`src/rtl/mxint_block_unary_stream.sv`:
```
// MXINT block unary unit (PASS/NEG/ABS/NABS) with optional MIN saturation, LANES elements per beat.
// Latency: accept at edge T -> o_valid after edge T+NBEATS; one block per NBEATS+1 cycles.
// Backpressure: result held in DONE until i_ready; a new block is accepted only in IDLE or on the DONE handshake.
module mxint_block_unary_stream #(
  parameter int ELEM_WIDTH  = 8,
  parameter int BLOCK_SIZE  = 32,
  parameter int LANES       = 8,
  parameter int SCALE_WIDTH = 8,
  localparam int NBEATS = BLOCK_SIZE / LANES,
  localparam int CW     = $clog2(BLOCK_SIZE + 1),
  localparam int BW     = (NBEATS > 1) ? $clog2(NBEATS) : 1
) (
  input  logic                             i_clk,
  input  logic                             i_rst,
  input  logic                             i_valid,
  output logic                             o_ready,
  input  logic [1:0]                       i_mode,
  input  logic                             i_sat_en,
  input  logic [SCALE_WIDTH-1:0]           i_scale,
  input  logic [BLOCK_SIZE*ELEM_WIDTH-1:0] i_elements,
  output logic                             o_valid,
  input  logic                             i_ready,
  output logic [SCALE_WIDTH-1:0]           o_scale,
  output logic [BLOCK_SIZE*ELEM_WIDTH-1:0] o_elements,
  output logic [CW-1:0]                    o_ovf_count
);

  typedef enum logic [1:0] {IDLE, BUSY, DONE} state_t;

  localparam logic [1:0] M_PASS = 2'd0;
  localparam logic [1:0] M_NEG  = 2'd1;
  localparam logic [1:0] M_ABS  = 2'd2;
  localparam logic [1:0] M_NABS = 2'd3;

  localparam logic signed [ELEM_WIDTH-1:0] MIN_V = {1'b1, {(ELEM_WIDTH-1){1'b0}}};
  localparam logic signed [ELEM_WIDTH-1:0] MAX_V = {1'b0, {(ELEM_WIDTH-1){1'b1}}};

  state_t                           state;
  logic [BW-1:0]                    beat;
  logic [BLOCK_SIZE*ELEM_WIDTH-1:0] in_elems;
  logic [SCALE_WIDTH-1:0]           in_scale;
  logic [1:0]                       in_mode;
  logic                             in_sat;
  logic [BLOCK_SIZE*ELEM_WIDTH-1:0] work;
  logic [CW-1:0]                    ovf_acc;
  logic [BLOCK_SIZE*ELEM_WIDTH-1:0] next_work;
  logic [CW-1:0]                    hits;
  logic                             last_beat;

  assign o_ready   = (state == IDLE) | ((state == DONE) & i_ready);
  assign last_beat = (beat == BW'(NBEATS - 1));

  // Per-beat lane datapath: transform the current slice of the captured block and count MIN hits
  always_comb begin
    next_work = work;
    hits      = '0;
    for (int l = 0; l < LANES; l++) begin
      logic signed [ELEM_WIDTH-1:0] x;
      logic signed [ELEM_WIDTH-1:0] r;
      logic                         hit;
      x   = in_elems[(int'(beat) * LANES + l) * ELEM_WIDTH +: ELEM_WIDTH];
      r   = x;
      hit = 1'b0;
      case (in_mode)
        M_NEG: begin
          if (x == MIN_V) begin
            hit = 1'b1;
            r   = in_sat ? MAX_V : MIN_V;
          end else begin
            r = -x;
          end
        end
        M_ABS: begin
          if (x == MIN_V) begin
            hit = 1'b1;
            r   = in_sat ? MAX_V : MIN_V;
          end else if (x < 0) begin
            r = -x;
          end
        end
        M_NABS: begin
          // -x of a positive value is always representable, so no MIN rule here
          if (x > 0) r = -x;
        end
        default: r = x;
      endcase
      next_work[(int'(beat) * LANES + l) * ELEM_WIDTH +: ELEM_WIDTH] = r;
      hits = hits + CW'(hit);
    end
  end

  // Control FSM and registers; outputs publish only when the last beat completes
  always_ff @(posedge i_clk) begin
    if (i_rst) begin
      state       <= IDLE;
      beat        <= '0;
      in_elems    <= '0;
      in_scale    <= '0;
      in_mode     <= M_PASS;
      in_sat      <= 1'b0;
      work        <= '0;
      ovf_acc     <= '0;
      o_valid     <= 1'b0;
      o_scale     <= '0;
      o_elements  <= '0;
      o_ovf_count <= '0;
    end else begin
      case (state)
        IDLE: begin
          if (i_valid) begin
            in_elems <= i_elements;
            in_scale <= i_scale;
            in_mode  <= i_mode;
            in_sat   <= i_sat_en;
            ovf_acc  <= '0;
            beat     <= '0;
            state    <= BUSY;
          end
        end
        BUSY: begin
          work    <= next_work;
          ovf_acc <= ovf_acc + hits;
          if (last_beat) begin
            beat        <= '0;
            state       <= DONE;
            o_valid     <= 1'b1;
            o_elements  <= next_work;
            o_scale     <= in_scale;
            o_ovf_count <= ovf_acc + hits;
          end else begin
            beat <= beat + 1'b1;
          end
        end
        DONE: begin
          if (i_ready) begin
            o_valid <= 1'b0;
            if (i_valid) begin
              in_elems <= i_elements;
              in_scale <= i_scale;
              in_mode  <= i_mode;
              in_sat   <= i_sat_en;
              ovf_acc  <= '0;
              beat     <= '0;
              state    <= BUSY;
            end else begin
              state <= IDLE;
            end
          end
        end
        default: state <= IDLE;
      endcase
    end
  end

endmodule

```
`config.mk`:
```
export PLATFORM = sky130hd
export DESIGN_NAME = mxint_block_unary_stream
export DESIGN_NICKNAME = d
export VERILOG_FILES = /design/src/rtl/mxint_block_unary_stream.sv
export SDC_FILE = /design/constraint.sdc
export NUM_CORES = 2
export LEC_CHECK = 0
export BUFFER_PORTS_ARGS = -buffer_cell sky130_fd_sc_hd__buf_4
export CORE_AREA = 8 8 258 260
export DETAILED_ROUTE_END_ITERATION = 10
export DIE_AREA = 0 0 266 268
export PLACE_DENSITY = 0.87
export SLEW_MARGIN = 40
export SYNTH_ARGS = -nofsm -noshare
export SYNTH_HDL_FRONTEND = slang
export SYNTH_SLANG_ARGS = --single-unit
```
`constraint.sdc`:
```
create_clock -name i_clk -period 6.1 [get_ports i_clk]
set_input_delay 0.305 -clock i_clk [delete_from_list [all_inputs] [get_ports i_clk]]
set_output_delay 0.305 -clock i_clk [all_outputs]
set_load 0.005 [all_outputs]
```
==> metrics.md <==
| Metric | Value |
|---|---|
| Outcome | `finished, final reports clean` |
| Mapped Area | `33800 um^2` |
| Prevailing post-synth register cell | `dfxtp_1` |
| Async S/R FF share, synth | `0%` |
| Die area | `71300 um^2` |
| Area Overhead vs Synth | `29.1%` |
| Ratio of cells with drive above 1 in the final layout | `19.1%` |
| Sw Share | `28.5%` |
| Int Power | `8.72 mW` |
| Clock tree sinks | `748` |
| PortBufs | `542` |
| Crit share post-route | `92.9%` |
| Synth Instances | `4135` |
| Final RePlAce weighted congestion | `0.940` |
| Hpwl dp | `88700 um` |
| Largest fanout on the critical path | `14` |
| Syn Nets | `4443` |
| Power Total | `12.2 mW` |
| Worst-Skew Late Latency | `0.63 ns` |
| Fin crit period | `5.67 ns` |
| Worst-Margin Slew | `0.950 ns` |
| Yosys top cell area share | `44.3%` |
| Setup Skew | `0.0346 ns` |
| Via/cell ratio | `6.55` |
| Routed WL | `142000 um` |
| Critical Path RT | `6.56 ns` |
| Final setup margin | `0.430 ns` |
| Clk network pwr share | `41.2%` |
| Post-synth EDFFs | `0` |
| Final setup fails | `0` |
| Leakage power | `17.5 nW` |
| CTS tree | `done` |
| # DRC | `0` |
| GRT Overall Usage | `37.5%` |
| CP startpoint kind | `flip-flop` |
| Worst VDD drop | `0.217 mV` |
| Top-count cell post-synth | `nand2_1` |
| Max Clock Freq | `0.176 GHz` |
| CP arrival | `6.13 ns` |
| Place WS | `0.428 ns` |
| Via count | `37000` |
| Ys Warns | `0` |
| Starting Density | `54.2%` |
| Max-slew headroom | `36.7%` |
| DR WL/cell | `25.2 um` |
| Mean Syn Cell Area | `8.18 um^2` |
| Netlist cell types | `95` |
| Io pins | `543` |
| Clk root buf | `clkbuf_16` |
| CTS clk-pin slew, worst paths | `0.07 ns` |
| H-tree depth | `3` |
| # nets final | `5046` |
| Die Y | `268 um` |
| TritonCTS Buffers | `76` |
| Post-CTS resize count | `0` |
| Post-synth top cells | `nand2_1 (823), dfxtp_1 (748), a21oi_1 (527)` |
| Post-route ant nets | `0` |
| Pin count of the biggest net entering global routing | `207` |
| Sequential-to-total area share from yosys stat | `44.3%` |
| Initial antenna violation count | `9` |
| Final Hold Vio Count | `0` |
| Worst min path class | `primary input to flip-flop` |
| Clk buf depth | `3` |
| Critical path type | `flip-flop to flip-flop` |
| GRT overflow | `0` |
| DRT iter0 DRCs | `6069` |
| Psw | `3.47 mW` |
| Synth area leaders | `dfxtp_1 (44%), nand2_1 (9.1%), a21oi_1 (7.8%)` |
| RSZ-0062 raised after global routing | `no` |
| Cell taking the most area after synthesis | `dfxtp_1` |
| Detailed Routing Iterations Pass 1 | `10` |
| Worst setup EP type | `flip-flop` |
| Vias in the first global route | `34400` |
| Max-slew violations | `0` |
| Chip width | `266 um` |
| Synthesized flop and latch total | `748` |
| Comb pwr share | `16.8%` |
| Total negative slack | `0 ns` |
| First-pass GRT wire length | `210000 um` |
| Row count | `92` |
| Sequential Power Share | `42.0%` |
| Power Density | `279 nW/um^2` |
| Core area | `62400 um^2` |
| Max Cap Viol | `0` |
## worst max-delay path, stage by stage (launching register included)
cell and delay, ns:
dfxtp_4 0.62, mux4_2 0.66, inv_1 0.11, ha_1 0.19
inv_1 0.12, or3_1 0.47, nor3_1 0.51, nand2_1 0.15
fa_1 0.51, inv_1 0.07, fa_1 0.51, fa_1 0.45
a21o_1 0.17, a21oi_1 0.22, nor2b_1 0.07, o21ai_0 0.19
xor2_1 0.23, nor2_1 0.08, a21oi_1 0.15, nor2_1 0.06
## power by group through the flow
stage | sequential (mW) | clock (mW) | combinational [mW]
after floorplan | 5.17 | 0 | 1.13
after global placement | 5.20 | 0 | 1.75
after detailed placement | 5.21 | 0 | 1.78
after CTS | 5.10 | 4.98 | 1.92
after global routing | 5.13 | 5.23 | 2.14
final | 5.12 | 5.02 | 2.04
## cells in the final DEF, fill, tap and decap left out, types with 57 or more instances in the layout
cell type	count
a21oi_1	522
dfxtp_1	746
dlygate4sd3_1	246
a22oi_1	58
buf_4	625
a22o_1	76
a221oi_1	95
clkbuf_16	78
mux4_2	61
nand2_1	816
o21ai_0	342
nor2_1	317
inv_1	57
## state kept, by name, summed over array words and instances, names as in the netlist
register,count
in_scale,8
ovf_acc,6
o_elements,256
work,200
in_mode,2
in_elems,256
state,2
beat,2
in_sat,1
o_ovf_count,6
o_valid,1
o_scale,8
## stage by stage
stage / std cells / instance area, um^2 / hold WS, ns / util [%]
after floorplan: 4135 / 33800 / 0.417 / -
after global placement: 5257 / 38400 / 0.425 / 61.5
after detailed placement: 5259 / 38500 / 0.435 / 61.7
after CTS: 5642 / 43600 / 0.000918 / 69.9
after global routing: 5648 / 43700 / 0.00571 / 70.0
final: 5651 / 43700 / 0.0113 / 70.0
## logic make-up after synthesis
kind of cell    synth area share, %
compound gates                 26.7
simple gates                   17.0
flops                          44.3
buf+inv                        5.03
mux                            5.22
fa+ha+maj                      1.48
xor+xnor                      0.336
## final cells by class
class                   count  area, um^2
fillers                  4485       18700
diodes                      8        20.0
flip-flops and latches    748       15000
multi-input cells        2963       17400
repair buffers            881        7340
clock inverters            31         453
clock buffers             106        2220
inverters                  68         256
well taps                 846        1060
## worst paths after layout
| kind | startpoint | end | depth (start not counted) | slack (ns) |
|---|---|---|---|---|
| worst max-delay path | beat[0] | ovf_acc[5] | 19 | 0.43 |
| worst min-delay path | i_elements[205] | in_elems[205] | 3 | 0.01 |
| worst max register to register | beat[0] | ovf_acc[5] | 19 | 0.43 |
| worst min register to register | o_elements[229] | o_elements[229] | 2 | 0.44 |
## metal layers
layer / wire, um / up-vias / track usage, %
li1: - / 16000 / -
met1: 50300 / 17200 / 46.0
met2: 61800 / 3133 / 57.2
met3: 19200 / 648 / 10.8
met4: 11000 / 6 / 25.3
met5: 42 / - / 0
## what timing repair did
item	4_1_cts	5_1_grt
buffers inserted	0	1
hold buffers	246	0
endpoints found under the hold margin	247	0
setup endpoints to repair	0	1
Power figures use the tool's default switching activity.
